[config.mk]
export PLATFORM = sky130hd
export DESIGN_NAME = id_ex_pipe_buffer
export DESIGN_NICKNAME = d
export VERILOG_FILES = /design/src/rtl/pipe_pkg.sv /design/src/rtl/pipe_entry.sv /design/src/rtl/id_ex_pipe_buffer.sv
export SDC_FILE = /design/constraint.sdc
export NUM_CORES = 1
export LEC_CHECK = 0
export ABC_CLOCK_PERIOD_IN_PS = 13600
export CAP_MARGIN = 20
export CORE_AREA = 2 2 277 279
export CTS_BUF_LIST = sky130_fd_sc_hd__clkbuf_4 sky130_fd_sc_hd__clkbuf_8
export DETAILED_ROUTE_END_ITERATION = 8
export DIE_AREA = 0 0 279 281
export PLACE_DENSITY = 0.69
export SLEW_MARGIN = 10
export SYNTH_ARGS = -nofsm -noshare
export SYNTH_HDL_FRONTEND = slang
export SYNTH_HIERARCHICAL = 1
export SYNTH_SLANG_ARGS = --single-unit
[constraint.sdc]
create_clock -name clk -period 13.6 [get_ports clk]
set_input_delay 2.72 -clock clk [delete_from_list [all_inputs] [get_ports clk]]
set_output_delay 2.72 -clock clk [all_outputs]
set_load 0.05 [all_outputs]
[src/rtl/pipe_pkg.sv]
// Shared decode/execute definitions: register address width,
// default datapath widths and control-bundle field offsets.
package pipe_pkg;

  localparam int REG_ADDR_W = 5;
  localparam int XLEN_DEF   = 64;
  localparam int CTRL_W_DEF = 16;

  localparam int CTRL_REGWR_BIT    = 0;
  localparam int CTRL_MEMTOREG_BIT = 1;
  localparam int CTRL_ALUOP_LSB    = 2;
  localparam int CTRL_ALUOP_W      = 4;
  localparam int CTRL_MEMWR_BIT    = 6;
  localparam int CTRL_SIZE_LSB     = 7;
  localparam int CTRL_SIZE_W       = 2;

  // Packed entry: {ctrl, memRead, rd, imm, rdata1, rdata2, pc, pcplus4}
  function automatic int entryWidth(int xlen, int ctrlW);
    return ctrlW + 1 + REG_ADDR_W + 5 * xlen;
  endfunction

endpackage

[src/rtl/pipe_entry.sv]
// One payload register with valid flag, load enable and clear.
// Clear wins over load; payload is kept when only the valid drops.
module pipe_entry #(
  parameter int W = 8
) (
  input  logic         clk,
  input  logic         rst,
  input  logic         load,
  input  logic         clr,
  input  logic [W-1:0] d,
  output logic         valid,
  output logic [W-1:0] q
);

  always_ff @(posedge clk or posedge rst) begin
    if (rst) begin
      valid <= 1'b0;
      q     <= '0;
    end else if (clr) begin
      valid <= 1'b0;
    end else if (load) begin
      valid <= 1'b1;
      q     <= d;
    end
  end

endmodule

[src/rtl/id_ex_pipe_buffer.sv]
// ID/EX boundary buffer: valid/ready handshake, optional skid entry,
// load-use hazard stall with bubble counting, and flush on redirect.
module id_ex_pipe_buffer
  import pipe_pkg::*;
#(
  parameter int XLEN   = XLEN_DEF,
  parameter int CTRL_W = CTRL_W_DEF,
  parameter int SKID   = 1,
  parameter int CNT_W  = 16
) (
  input  logic                  clk,
  input  logic                  rst,
  input  logic                  in_valid,
  output logic                  in_ready,
  input  logic [CTRL_W-1:0]     in_ctrl,
  input  logic                  in_mem_read,
  input  logic [REG_ADDR_W-1:0] in_rd,
  input  logic [REG_ADDR_W-1:0] in_rs1,
  input  logic [REG_ADDR_W-1:0] in_rs2,
  input  logic                  in_uses_rs1,
  input  logic                  in_uses_rs2,
  input  logic [XLEN-1:0]       in_imm,
  input  logic [XLEN-1:0]       in_rdata1,
  input  logic [XLEN-1:0]       in_rdata2,
  input  logic [XLEN-1:0]       in_pc,
  input  logic [XLEN-1:0]       in_pcplus4,
  input  logic                  flush,
  output logic                  out_valid,
  input  logic                  out_ready,
  output logic [CTRL_W-1:0]     out_ctrl,
  output logic                  out_mem_read,
  output logic [REG_ADDR_W-1:0] out_rd,
  output logic [XLEN-1:0]       out_imm,
  output logic [XLEN-1:0]       out_rdata1,
  output logic [XLEN-1:0]       out_rdata2,
  output logic [XLEN-1:0]       out_pc,
  output logic [XLEN-1:0]       out_pcplus4,
  output logic                  load_use_stall,
  output logic [CNT_W-1:0]      bubble_count
);

  localparam int W      = entryWidth(XLEN, CTRL_W);
  localparam int RD_LSB = 5 * XLEN;
  localparam int MR_POS = RD_LSB + REG_ADDR_W;

  logic [W-1:0] inBus;
  logic [W-1:0] mainQ;
  logic [W-1:0] skidQ;
  logic         mainValid;
  logic         skidValid;
  logic         xfer;
  logic         mainFree;
  logic         mainLoad;
  logic         mainClr;

  logic [CTRL_W-1:0] ctrlRaw;
  logic              memReadRaw;

  logic                  refValid;
  logic                  refMemRead;
  logic [REG_ADDR_W-1:0] refRd;
  logic                  hit1;
  logic                  hit2;
  logic                  bump;

  assign inBus = {in_ctrl, in_mem_read, in_rd, in_imm,
                  in_rdata1, in_rdata2, in_pc, in_pcplus4};

  assign xfer     = in_valid & in_ready;
  assign mainFree = !mainValid | out_ready;

  // Main refills from skid first so ordering is preserved
  assign mainLoad = !flush & mainFree & (skidValid | xfer);
  assign mainClr  = flush | (mainFree & !skidValid & !xfer);

  pipe_entry #(.W(W)) u_main (
    .clk   (clk),
    .rst   (rst),
    .load  (mainLoad),
    .clr   (mainClr),
    .d     (skidValid ? skidQ : inBus),
    .valid (mainValid),
    .q     (mainQ)
  );

  generate
    if (SKID != 0) begin : g_skid
      logic skidLoad;
      logic skidClr;

      assign skidLoad = xfer & (!mainFree | skidValid);
      assign skidClr  = flush | (mainFree & skidValid & !xfer);

      pipe_entry #(.W(W)) u_skid (
        .clk   (clk),
        .rst   (rst),
        .load  (skidLoad),
        .clr   (skidClr),
        .d     (inBus),
        .valid (skidValid),
        .q     (skidQ)
      );

      assign in_ready = !skidValid & !load_use_stall & !flush;
    end else begin : g_noskid
      assign skidValid = 1'b0;
      assign skidQ     = '0;
      assign in_ready  = mainFree & !load_use_stall & !flush;
    end
  endgenerate

  // The youngest held bundle is the one a new instruction depends on
  assign refValid   = skidValid | mainValid;
  assign refMemRead = skidValid ? skidQ[MR_POS] : mainQ[MR_POS];
  assign refRd      = skidValid ? skidQ[RD_LSB +: REG_ADDR_W]
                                : mainQ[RD_LSB +: REG_ADDR_W];

  assign hit1 = in_uses_rs1 & (in_rs1 == refRd);
  assign hit2 = in_uses_rs2 & (in_rs2 == refRd);

  assign load_use_stall = in_valid & refValid & refMemRead
                        & (refRd != '0) & (hit1 | hit2);

  assign {ctrlRaw, memReadRaw, out_rd, out_imm,
          out_rdata1, out_rdata2, out_pc, out_pcplus4} = mainQ;

  assign out_valid    = mainValid;
  assign out_ctrl     = mainValid ? ctrlRaw : '0;
  assign out_mem_read = mainValid & memReadRaw;

  assign bump = out_ready & load_use_stall & !flush
              & mainFree & !skidValid & !xfer;

  always_ff @(posedge clk or posedge rst) begin
    if (rst) begin
      bubble_count <= '0;
    end else if (bump && (bubble_count != '1)) begin
      bubble_count <= bubble_count + 1'b1;
    end
  end

endmodule

# Yosys cells after proc, flatten, opt, wreduce, memory -nomap -nowiden
# Index checks and enable logic that the tools add are counted.
# word_totals
out_inout_bits	361
input_bits	359
latch_bits	0
wordCells	60
rom_bits	0
n_memories	0
ff_bits	702
ramBits	0
# op_classes
n_div	0
n_eq_ne	3
magnitude_cmp	0
shifts	0
n_reduce_logical	12
multipliers	0
bitwise_logic	31
add_sub_neg	1
mux	8
# ops
operator	n
two-way mux 342 bit	1
bitwise AND 1 bit	22
adder 16 x 1 -> 16 bit, second input constant	1
two-way mux 16 bit	1
!= test 16 bit, second input constant	1
== test 5 bit	2
bitwise OR 1 bit	7
logical NOT 1 bit	6
two-way mux 1 bit	5
two-way mux 5 bit	1
nonzero test 5 bit	1
AND reduction 2 bit	2
nonzero test 2 bit	2
inverter 1 bit	2
logical AND 1 bit	1

# Longest topological paths before layout
# Gate-level depths: netlist (run 1).
# logic_depth
word_depth	14
mapped_depth	13
ltp_nobuf	9

# Cells and area by module
# The synthesis (run 1) kept the hierarchy.
# by_module_without_submodules
module	cells_per_inst	seq_area_each_um2	instances	area_per_inst_um2
pipe_entry	727	8583.2	2	13984.7
id_ex_pipe_buffer	500	400.4	1	5200.0

# Worst setup path after synthesis (run 1)
# No wires, ideal clock.
# synth_timing
kind	in2out
from	in in_rs1[1]
to	out in_ready
arrival_time_ns	4.766
required_ns	10.880
path_buffers	0
cell_stages	5
path_slack_ns	6.114
path_cell_list	xor2_1 -> and2_0 -> a32oi_1 -> nor2_1 -> nor3_1
# synth_via
elab_chain_cells	7
# synth_lines
element	line_no	source
start: declaration	id_ex_pipe_buffer.sv:18	input logic [REG_ADDR_W-1:0] in_rs1,
== test 5 bit	id_ex_pipe_buffer.sv:118	assign hit1 = in_uses_rs1 & (in_rs1 == refRd);
bitwise AND 1 bit	id_ex_pipe_buffer.sv:118	
bitwise OR 1 bit	id_ex_pipe_buffer.sv:122	& (refRd != '0) & (hit1 | hit2);
bitwise AND 1 bit	id_ex_pipe_buffer.sv:122	
named net load_use_stall	id_ex_pipe_buffer.sv:38	output logic load_use_stall,
logical NOT 1 bit	id_ex_pipe_buffer.sv:104	assign in_ready = !skidValid & !load_use_stall & !flush;
bitwise AND 1 bit (2 in a row)	id_ex_pipe_buffer.sv:104	
end: declaration	id_ex_pipe_buffer.sv:14	output logic in_ready,
# The timed path passes the listed nets, and every way through them passes these cells.

# Final worst setup path (run 1)
# layout_timing
from	in in_rs2[0]
to	out load_use_stall
# layout_via
elab_chain_cells	4
# layout_lines
element	line_no	source
start: declaration	id_ex_pipe_buffer.sv:19	input logic [REG_ADDR_W-1:0] in_rs2,
== test 5 bit	id_ex_pipe_buffer.sv:119	assign hit2 = in_uses_rs2 & (in_rs2 == refRd);
bitwise AND 1 bit	id_ex_pipe_buffer.sv:119	
bitwise OR 1 bit	id_ex_pipe_buffer.sv:122	
bitwise AND 1 bit	id_ex_pipe_buffer.sv:122	
end: declaration	id_ex_pipe_buffer.sv:38	
# Every way passes these cells.

==> results.json, run 1 <==
{
  "outcome": "complete, no violations",
  "hold_buffers": 0,
  "core_um2": 75400,
  "synth_area_leader_cell": "dfrtp_1",
  "grt_pass1_vias": 21800,
  "dp.cells": 3553,
  "overflow": 0,
  "grt_max_degree": 151,
  "io_buffers": 719,
  "cap_violations": 0,
  "post_cts_buffers": 0,
  "drive_gt1_frac": 0.457,
  "hold_viol_final": 0,
  "peakVddDrop_mv": 0.0926,
  "vias_per_cell": 5.10,
  "post-route-min-period_ns": 7.76,
  "tightest_slew_ns": 1.16,
  "synthTopCellsByArea": "dfrtp_1 (53%), mux2_4 (25%), mux2_2 (16%)",
  "ys.flop_type": "dfrtp_1",
  "wl_per_cell_um": 23.3,
  "multi_input_area_um2": 14500,
  "skew_ns": 0.0521,
  "stdcell_count": 3771,
  "clockBufferDepth": 3,
  "syn-mean-instance-area_um2": 17.0,
  "ys_types": 40,
  "cts_resized": 0,
  "final_antenna_net_count": 0,
  "clk_pin_slew_worst_paths_ns": 0.05,
  "rows": 101,
  "yosys-top-cells-count": "dfrtp_1 (702), mux2_4 (560), mux2_2 (468)",
  "htree_levels": 3,
  "syn_to_final_growth_pct": 30.3,
  "crit_path_cell_trace": "clkdlybuf4s50_1 -> xnor2_1 -> nor4_2 -> a32oi_1 -> nor2_1 -> clkdlybuf4s50_1",
  "hpwl_um": 57900,
  "cp.required_ns": 10.88,
  "p_per_area_nw_per_um2": 159,
  "vias": 19200,
  "n_fill_cell": 5951,
  "yosysSeqAreaShare": 0.530,
  "cts_buffers": 121,
  "finalCritPeriodShare": 0.571,
  "p_leak_nw": 19.0,
  "path_max_fanout": 3,
  "track_usage": 0.220,
  "max_stage_delay_ns": 0.89,
  "drt_first_pass_iters": 4,
  "synthCells": 1954,
  "drt-initial-drc-count": 765,
  "die_y_um": 281,
  "fin_nets": 3058,
  "clock-sinks": 702,
  "ys_ff_latch": 702,
  "antenna_found_initial": 20,
  "cts_root_buffer": "clkbuf_8",
  "holdWs_ns": 0.500,
  "synth.most_common_cell": "dfrtp_1",
  "drc": 0,
  "cts_tree": "yes",
  "async_flop_share": 1.00,
  "slew_headroom": 0.224,
  "endpoint_kind": "output port",
  "place_ws_ns": 5.84,
  "crit_buf_inv": 2,
  "insertion_delay_ns": 0.73,
  "routabilityCongestion": 0.809,
  "cp.arrival_ns": 5.04,
  "slew_violations": 0,
  "fin_tns_setup_ns": 0,
  "synth_top_area_frac": 0.530,
  "setup_viol": 0,
  "rsz0062_at_grt": "false",
  "synth-edff-count": 0,
  "pin_count": 720,
  "grt_pass1_wl_um": 134000,
  "crit_top_cell": "clkdlybuf4s50_1",
  "die-area_um2": 78400,
  "max_freq_mhz": 129,
  "post-route-util": 0.573,
  "yosysWarnings": 6,
  "critical_path_class": "input port to output port",
  "slowest_stage": "clkdlybuf4s50_1",
  "hold_class": "flop to flop",
  "drt-total-wl_um": 87700,
  "setup_slack_ns": 5.84,
  "syn_area_um2": 33200,
  "syn_nets": 2314,
  "critical_path.startpoint_type": "input port",
  "seqCellArea_um2": 17600,
  "crit_family": "buffers and inverters",
  "initial_core_util": 0.440,
  "die_w_um": 279
}
placed cells by master, fill, tap and decap left out, types with 3 or more instances in the layout:
cell	n
mux2_4	560
clkdlybuf4s50_1	719
and3_1	6
nand4_1	6
mux2i_1	3
nand2_1	6
xor2_1	3
buf_4	14
and2_1	19
clkbuf_4	46
o21ai_0	4
clkinv_2	8
nand3_2	5
inv_12	4
xnor2_1	20
diode_2	11
dfrtp_1	701
mux2_2	468
buf_12	6
clkbuf_8	146
nor2_1	5
path summary, 6_finish.rpt:
kind / slack, ns / cells past startpoint / end / start
setup / recovery: 5.84 / 6 / load_use_stall / in_rs2[0]
hold / removal: 0.50 / 1 / bubble_count[11]$_DFFE_PP0P_ / bubble_count[11]$_DFFE_PP0P_
setup reg to reg: 7.76 / 11 / u_main/q[275]$_DFFE_PP0P_ / g_skid.u_skid/valid$_DFFE_PP0P_
hold reg to reg: 0.50 / 1 / bubble_count[11]$_DFFE_PP0P_ / bubble_count[11]$_DFFE_PP0P_
max in group asynchronous: 8.81 / 4 / u_main/q[86]$_DFFE_PP0P_ / rst
min in group asynchronous: 2.68 / 2 / bubble_count[10]$_DFFE_PP0P_ / rst
per-layer routing:
layer,vias up,track usage,wire length [um]
li1,8501,-,-
met1,9959,0.259,34100
met2,551,0.377,44800
met3,196,0.0645,5580
met4,16,0.0885,3080
met5,-,0,103
worst reg2reg max path, stage by stage, from the launching register on:
cell and delay (ns):
dfrtp_4 1.14, mux2i_1 0.57, xnor2_1 0.20, nor4_2 0.07
a32oi_1 0.38, o21ai_0 0.24, nor2b_1 0.19, nor3_1 0.25
nor2b_4 0.74, buf_4 0.66, buf_12 0.54, mux2_4 0.74
per-stage QoR:
stage / power, W / instance area (um^2)
floorplan: 0.00410 / 33200
global placement: 0.00488 / 40700
detailed placement: 0.00491 / 40700
CTS: 0.00694 / 43200
global route: 0.00713 / 43200
finish: 0.00686 / 43200
registers in the layout, summed over array words and instances (netlist names):
name                 flops
u_main/valid             1
g_skid.u_skid/valid      1
g_skid.u_skid/q        342
u_main/q               342
bubble_count            16
cell type report:
type / count / area share
timing repair buffer: 739 / 0.172
clock inverter: 15 / 0.00298
sequential: 702 / 0.407
inverter: 4 / 0.000695
tap: 978 / 0.0283
multi-input combinational: 1130 / 0.335
clock buffer: 192 / 0.0545
antenna: 11 / 0.000637
cell families (layout without fill, tap and decap cells):
kind of cell             count (synthesis)  count (layout)  synth area share
other                                    0              11                 0
AND/OR/NAND/NOR                         64              64            0.0133
adder cells (fa/ha/maj)                  1               1          0.000377
flip-flops                             702             702             0.530
buffers and inverters                  122             950            0.0343
AO/OA/AOI/OAI                            8               8           0.00155
XOR/XNOR                                24              24           0.00656
multiplexers                          1033            1033             0.414
report_power, final:
| group | switching, W | leakage, nW | internal [W] |
|---|---|---|---|
| Clock | 0.000877 | 1.33 | 0.00109 |
| Sequential | 0.000223 | 8.99 | 0.00245 |
| Combinational | 0.00125 | 8.69 | 0.000961 |
No activity file was read; power rests on OpenSTA's default activity.
==> run 2: changes to the inputs <==
--- a/config.mk
+++ b/config.mk
@@ -5,12 +5,12 @@
 export SDC_FILE = /design/constraint.sdc
 export NUM_CORES = 1
 export LEC_CHECK = 0
-export ABC_CLOCK_PERIOD_IN_PS = 13600
+export ABC_CLOCK_PERIOD_IN_PS = 7130
 export CAP_MARGIN = 20
-export CORE_AREA = 2 2 277 279
+export CORE_AREA = 2 2 282 284
 export CTS_BUF_LIST = sky130_fd_sc_hd__clkbuf_4 sky130_fd_sc_hd__clkbuf_8
 export DETAILED_ROUTE_END_ITERATION = 8
-export DIE_AREA = 0 0 279 281
+export DIE_AREA = 0 0 284 286
 export PLACE_DENSITY = 0.69
 export SLEW_MARGIN = 10
 export SYNTH_ARGS = -nofsm -noshare
==> constraint.sdc (replaced) <==
create_clock -name clk -period 7.13 [get_ports clk]
set_input_delay 1.426 -clock clk [delete_from_list [all_inputs] [get_ports clk]]
set_output_delay 1.426 -clock clk [all_outputs]
set_load 0.05 [all_outputs]
==> run 2 against run 1 <==
Against the previous run:
- sequential share of layout area fell by 0.51 points
- global-route usage down 0.89 points
- design area is 1.3% higher
- die area rose by 3.6%
- register-to-register slack got worse by 5.4 ns
- final cell count increased by 3.1%
- largest cell class unchanged
==> results.json, run 2 (synthesis gave the netlist of run 1 again) <==
{
  "outcome": "complete, no violations",
  "cp.required_ns": 5.70,
  "path_max_fanout": 59,
  "cts_buffers": 120,
  "rows": 103,
  "dp.cells": 3643,
  "post_cts_buffers": 0,
  "pwr-share-seq": 0.384,
  "routabilityCongestion": 0.834,
  "skew_ns": 0.0312,
  "worstHoldPathCells": 1,
  "die_w_um": 284,
  "rsz0062_at_grt": "false",
  "peakVddDrop_mv": 0.198,
  "hold_viol_final": 0,
  "drt_first_pass_iters": 4,
  "finalCritPeriodShare": 0.787,
  "cts_tree": "yes",
  "fin_tns_setup_ns": 0,
  "slew_violations": 0,
  "drt-initial-drc-count": 734,
  "clkPwrFrac": 0.296,
  "grt_pass1_vias": 21700,
  "insertion_delay_ns": 0.72,
  "antenna_found_initial": 28,
  "crit_path_cell_trace": "mux2i_1 -> xnor2_1 -> nor4_2 -> a32oi_1 -> nor2_1 -> nor3_1 -> clkdlybuf4s50_1",
  "overflow": 0,
  "worstSetupPathDepth": 7,
  "pin_count": 720,
  "endpoint_kind": "output port",
  "vias": 19400,
  "drc": 0,
  "hold_class": "flop to flop",
  "die-area_um2": 81200,
  "p_per_area_nw_per_um2": 302,
  "cts_root_buffer": "clkbuf_8",
  "clockBufferDepth": 3,
  "final_common_cell": "clkdlybuf4s50_1",
  "clk_pin_slew_worst_paths_ns": 0.06,
  "die_y_um": 286,
  "max_freq_mhz": 178,
  "initial_core_util": 0.423,
  "track_usage": 0.211,
  "final_antenna_net_count": 0,
  "stdcell_count": 3888,
  "setup_viol": 0,
  "p_leak_nw": 19.2,
  "cts_resized": 0,
  "hold_buffers": 0,
  "post-route-min-period_ns": 5.61,
  "hpwl_um": 58500,
  "slew_headroom": 0.173,
  "final_cell_mix": "clkdlybuf4s50_1 (719), dfrtp_1 (701), mux2_4 (560)",
  "slowest_stage": "dfrtp_4",
  "drt-total-wl_um": 87200,
  "cp.arrival_ns": 4.18,
  "critical_path_class": "flop to output port",
  "drive_gt1_frac": 0.463,
  "reg_top3": "g_skid.u_skid/q: 342 flops, u_main/q: 342 flops, bubble_count: 16 flops",
  "p_switching_w": 0.00449,
  "core_um2": 78400,
  "wl_per_cell_um": 22.4,
  "pwr-share-comb": 0.321,
  "io_buffers": 719,
  "rr_worst_depth": 10,
  "cap_violations": 0,
  "crit_family": "flip-flops",
  "grt_pass1_wl_um": 135000,
  "grt_max_degree": 155,
  "switching_share": 0.339,
  "max_stage_delay_ns": 1.03,
  "vias_per_cell": 4.99,
  "tightest_slew_ns": 1.24,
  "critical_path.startpoint_type": "flop",
  "htree_levels": 3,
  "crit_buf_inv": 1,
  "clock-sinks": 702,
  "p_int_w": 0.00875,
  "syn_to_final_growth_pct": 32.0,
  "fin_nets": 3075
}
[run 2: cell types whose count changed in the layout (fill, tap and decap cells not counted), sizes merged]
cell | previous run | this run
clkbuf | 192 | 194
inv | 9 | 4
diode | 11 | 23
clkinv | 8 | 23
clkinvlp | 2 | 3
bufinv | 0 | 2
buf | 20 | 38
[run 2: layout make-up]
type | instances | area (um^2)
repair buffers | 757 | 7670
inverters | 4 | 22.5
clock inverters | 28 | 223
fillers | 6338 | 34600
clock buffers | 194 | 2440
flip-flops and latches | 702 | 17600
multi-input cells | 1130 | 14500
well taps | 1050 | 1310
diodes | 23 | 57.6
[run 2: power groups by stage]
stage,registers [W],clock network [W],logic [W]
3_5_place_dp,0.00513,0,0.00425
2_1_floorplan,0.00664,0,0.00118
4_1_cts,0.00508,0.00404,0.00427
6_report,0.00508,0.00392,0.00424
3_3_place_gp,0.00509,0,0.00421
5_1_grt,0.00516,0.00423,0.00438
[run 2: path summary, 6_finish.rpt]
path	start	endpoint	slack (ns)
max in group asynchronous	rst	u_main/q[34]$_DFFE_PP0P_	4.40
worst min-delay path	bubble_count[11]$_DFFE_PP0P_	bubble_count[11]$_DFFE_PP0P_	0.50
worst max register to register	g_skid.u_skid/valid$_DFFE_PP0P_	g_skid.u_skid/q[165]$_DFFE_PP0P_	2.34
worst max-delay path	g_skid.u_skid/valid$_DFFE_PP0P_	in_ready	1.52
min in group asynchronous	rst	bubble_count[12]$_DFFE_PP0P_	1.25
worst min register to register	bubble_count[11]$_DFFE_PP0P_	bubble_count[11]$_DFFE_PP0P_	0.50
[run 2: per-layer routing]
metal,global-route usage,up-vias,part of all wire
met5,0,-,0.00088
met4,0.0999,12,0.036
met3,0.0630,175,0.066
met2,0.352,591,0.50
met1,0.251,10000,0.39
li1,-,8570,-
[run 2: through the flow]
stage                     cell area (um^2)  power, W  setup WS [ns]   util  hold WS (ns)
after CTS                            43700    0.0134           1.42  0.558         0.504
after floorplan                      33200   0.00782           1.12      -         0.474
after detailed placement             41000   0.00938           1.94  0.524         0.488
after global routing                 43800    0.0138           1.23  0.558         0.516
final                                43800    0.0132           1.52  0.559         0.499
after global placement               41000   0.00931           1.90  0.524         0.483
==> run 3: changes to the inputs <==
--- a/config.mk
+++ b/config.mk
@@ -5,7 +5,7 @@
 export SDC_FILE = /design/constraint.sdc
 export NUM_CORES = 1
 export LEC_CHECK = 0
-export ABC_CLOCK_PERIOD_IN_PS = 7130
+export ABC_CLOCK_PERIOD_IN_PS = 4900
 export CAP_MARGIN = 20
 export CORE_AREA = 2 2 282 284
 export CTS_BUF_LIST = sky130_fd_sc_hd__clkbuf_4 sky130_fd_sc_hd__clkbuf_8
==> constraint.sdc (replaced) <==
create_clock -name clk -period 4.9 [get_ports clk]
set_input_delay 0.98 -clock clk [delete_from_list [all_inputs] [get_ports clk]]
set_output_delay 0.98 -clock clk [all_outputs]
set_load 0.05 [all_outputs]
==> run 3 against run 2 <==
Against the previous run:
- design area grew 0.85%
- final cell count rose by 0.33%
- clock-buffer cell count shrank 8
- setup slack got worse by 1.3 ns
- sequential share of layout area down 0.34 points
- critical path type unchanged
- largest power group unchanged
==> results.json, run 3 (synthesis gave the netlist of run 1 again) <==
{
  "outcome": "complete, no violations",
  "max_stage_delay_ns": 0.84,
  "setup_viol": 0,
  "initial_core_util": 0.423,
  "critical_path.startpoint_type": "flop",
  "finalInstanceArea_um2": 44100,
  "cts_root_buffer": "clkbuf_8",
  "fin_tns_setup_ns": 0,
  "post-route-min-period_ns": 4.68,
  "grt_pass1_wl_um": 136000,
  "finalCritPeriodShare": 0.955,
  "overflow": 0,
  "n_fill_cell": 6333,
  "drt-initial-drc-count": 740,
  "endpoint_kind": "output port",
  "die_w_um": 284,
  "placed_area_um2": 41500,
  "final_antenna_net_count": 0,
  "clk_pin_slew_worst_paths_ns": 0.06,
  "wl_per_cell_um": 22.6,
  "drc": 0,
  "peakVddDrop_mv": 0.348,
  "final_cell_mix": "clkdlybuf4s50_1 (719), dfrtp_1 (701), mux2_4 (560)",
  "seqCellArea_um2": 17600,
  "crit_path_end": "in_ready",
  "r2r_start": "g_skid.u_skid/valid$_DFFE_PP0P_",
  "hpwl_um": 61000,
  "holdWs_ns": 0.494,
  "antenna_found_initial": 22,
  "clock-sinks": 702,
  "rows": 103,
  "slew_violations": 0,
  "path_max_fanout": 16,
  "vias_per_cell": 5.01,
  "die_y_um": 286,
  "grt_pass1_vias": 22100,
  "routabilityCongestion": 0.848,
  "insertion_delay_ns": 0.73,
  "cts_resized": 0,
  "crit_path_cell_trace": "mux2i_1 -> xnor2_1 -> nor4_2 -> a32oi_1 -> nor2_1 -> nor3_1 -> clkdlybuf4s50_1",
  "crit_start": "g_skid.u_skid/valid$_DFFE_PP0P_",
  "drt-total-wl_um": 88100,
  "worstSetupPathDepth": 7,
  "io_buffers": 719,
  "stdcell_count": 3901,
  "syn_to_final_growth_pct": 33.1,
  "cp.required_ns": 3.92,
  "worstHoldPathCells": 1,
  "slew_headroom": 0.342,
  "htree_levels": 3,
  "rr_worst_depth": 5,
  "drt_first_pass_iters": 4,
  "crit_buf_inv": 1,
  "grt_max_degree": 124,
  "tightest_slew_ns": 0.986,
  "track_usage": 0.213,
  "cp.arrival_ns": 3.70,
  "pin_count": 720,
  "core_um2": 78400,
  "multi_input_area_um2": 14500,
  "rsz0062_at_grt": "false",
  "clockBufferDepth": 3,
  "drive_gt1_frac": 0.467,
  "post_cts_buffers": 0,
  "crit_family": "buffers and inverters",
  "die-area_um2": 81200,
  "hold_buffers": 0,
  "vias": 19500,
  "critical_path_class": "flop to output port",
  "dp.cells": 3670,
  "fin_nets": 3101,
  "hold_class": "flop to flop",
  "skew_ns": 0.0462,
  "cts_buffers": 119,
  "r2r_slack_ns": 0.80,
  "post-route-util": 0.563,
  "cap_violations": 0,
  "hold_viol_final": 0,
  "final_common_cell": "clkdlybuf4s50_1",
  "reg_top3": "g_skid.u_skid/q: 342 flops, u_main/q: 342 flops, bubble_count: 16 flops",
  "r2r_end": "u_main/q[273]$_DFFE_PP0P_",
  "max_freq_mhz": 214,
  "slowest_stage": "clkdlybuf4s50_1",
  "p_per_area_nw_per_um2": 435,
  "p_leak_nw": 19.4,
  "cts_tree": "yes"
}
==> run 3: changes by cell type in the layout (fill, tap and decap cells not counted) <==
cell / previous run / this run
buf_12: 15 / 36
clkbuf_8: 158 / 151
buf_4: 23 / 29
diode_2: 23 / 18
clkinv_2: 21 / 17
inv_12: 0 / 4
clkinv_8: 2 / 0
clkinvlp_4: 3 / 5
inv_6: 2 / 0
clkbuf_4: 36 / 35
inv_8: 0 / 1
==> run 3: worst min path at each step <==
stage                                          start                               end  slack, ns
floorplan                  u_main/q[325]$_DFFE_PP0P_         u_main/q[325]$_DFFE_PP0P_       0.47
global placement    g_skid.u_skid/q[164]$_DFFE_PP0P_  g_skid.u_skid/q[164]$_DFFE_PP0P_       0.48
detailed placement  g_skid.u_skid/q[102]$_DFFE_PP0P_  g_skid.u_skid/q[102]$_DFFE_PP0P_       0.49
CTS                      bubble_count[9]$_DFFE_PP0P_       bubble_count[9]$_DFFE_PP0P_       0.50
global route        g_skid.u_skid/q[104]$_DFFE_PP0P_  g_skid.u_skid/q[104]$_DFFE_PP0P_       0.51
finish                   bubble_count[9]$_DFFE_PP0P_       bubble_count[9]$_DFFE_PP0P_       0.49
==> run 3: metrics by stage <==
step	setup WS [ns]	power [W]
3_5_place_dp	0.500	0.0137
5_1_grt	0.00960	0.0200
3_3_place_gp	0.574	0.0136
4_1_cts	0.117	0.0194
6_report	0.220	0.0192
2_1_floorplan	-0.669	0.0114
==> run 3: worst reg2reg max path, stage by stage (launching register included) <==
cell     delay [ns]
dfrtp_4        0.59
buf_4          0.79
buf_4          0.86
buf_4          0.95
mux2_2         0.50
mux2_4         0.27
==> run 3: routing by layer <==
metal | up-vias | GRT usage | wire [um]
met4 | 12 | 0.0886 | 3240
met5 | - | 0 | 84
met2 | 579 | 0.359 | 44100
li1 | 8630 | - | -
met1 | 10100 | 0.258 | 35100
met3 | 180 | 0.0600 | 5540
==> run 3: cell type report <==
class                           instances  area share
Clock inverter                         27     0.00553
Multi-Input combinational cell       1130       0.328
Clock buffer                          186      0.0530
Tap cell                             1050      0.0298
Antenna cell                           18     0.00102
Inverter                                4    0.000510
Timing Repair Buffer                  784       0.184
Sequential cell                       702       0.398
==> run 3: report_power, final <==
group / switching (W) / total (W) / leakage, nW / internal, W
logic: 0.00348 / 0.00617 / 9.01 / 0.00269
clock network: 0.00247 / 0.00563 / 1.38 / 0.00315
registers: 0.000616 / 0.00741 / 8.99 / 0.00679
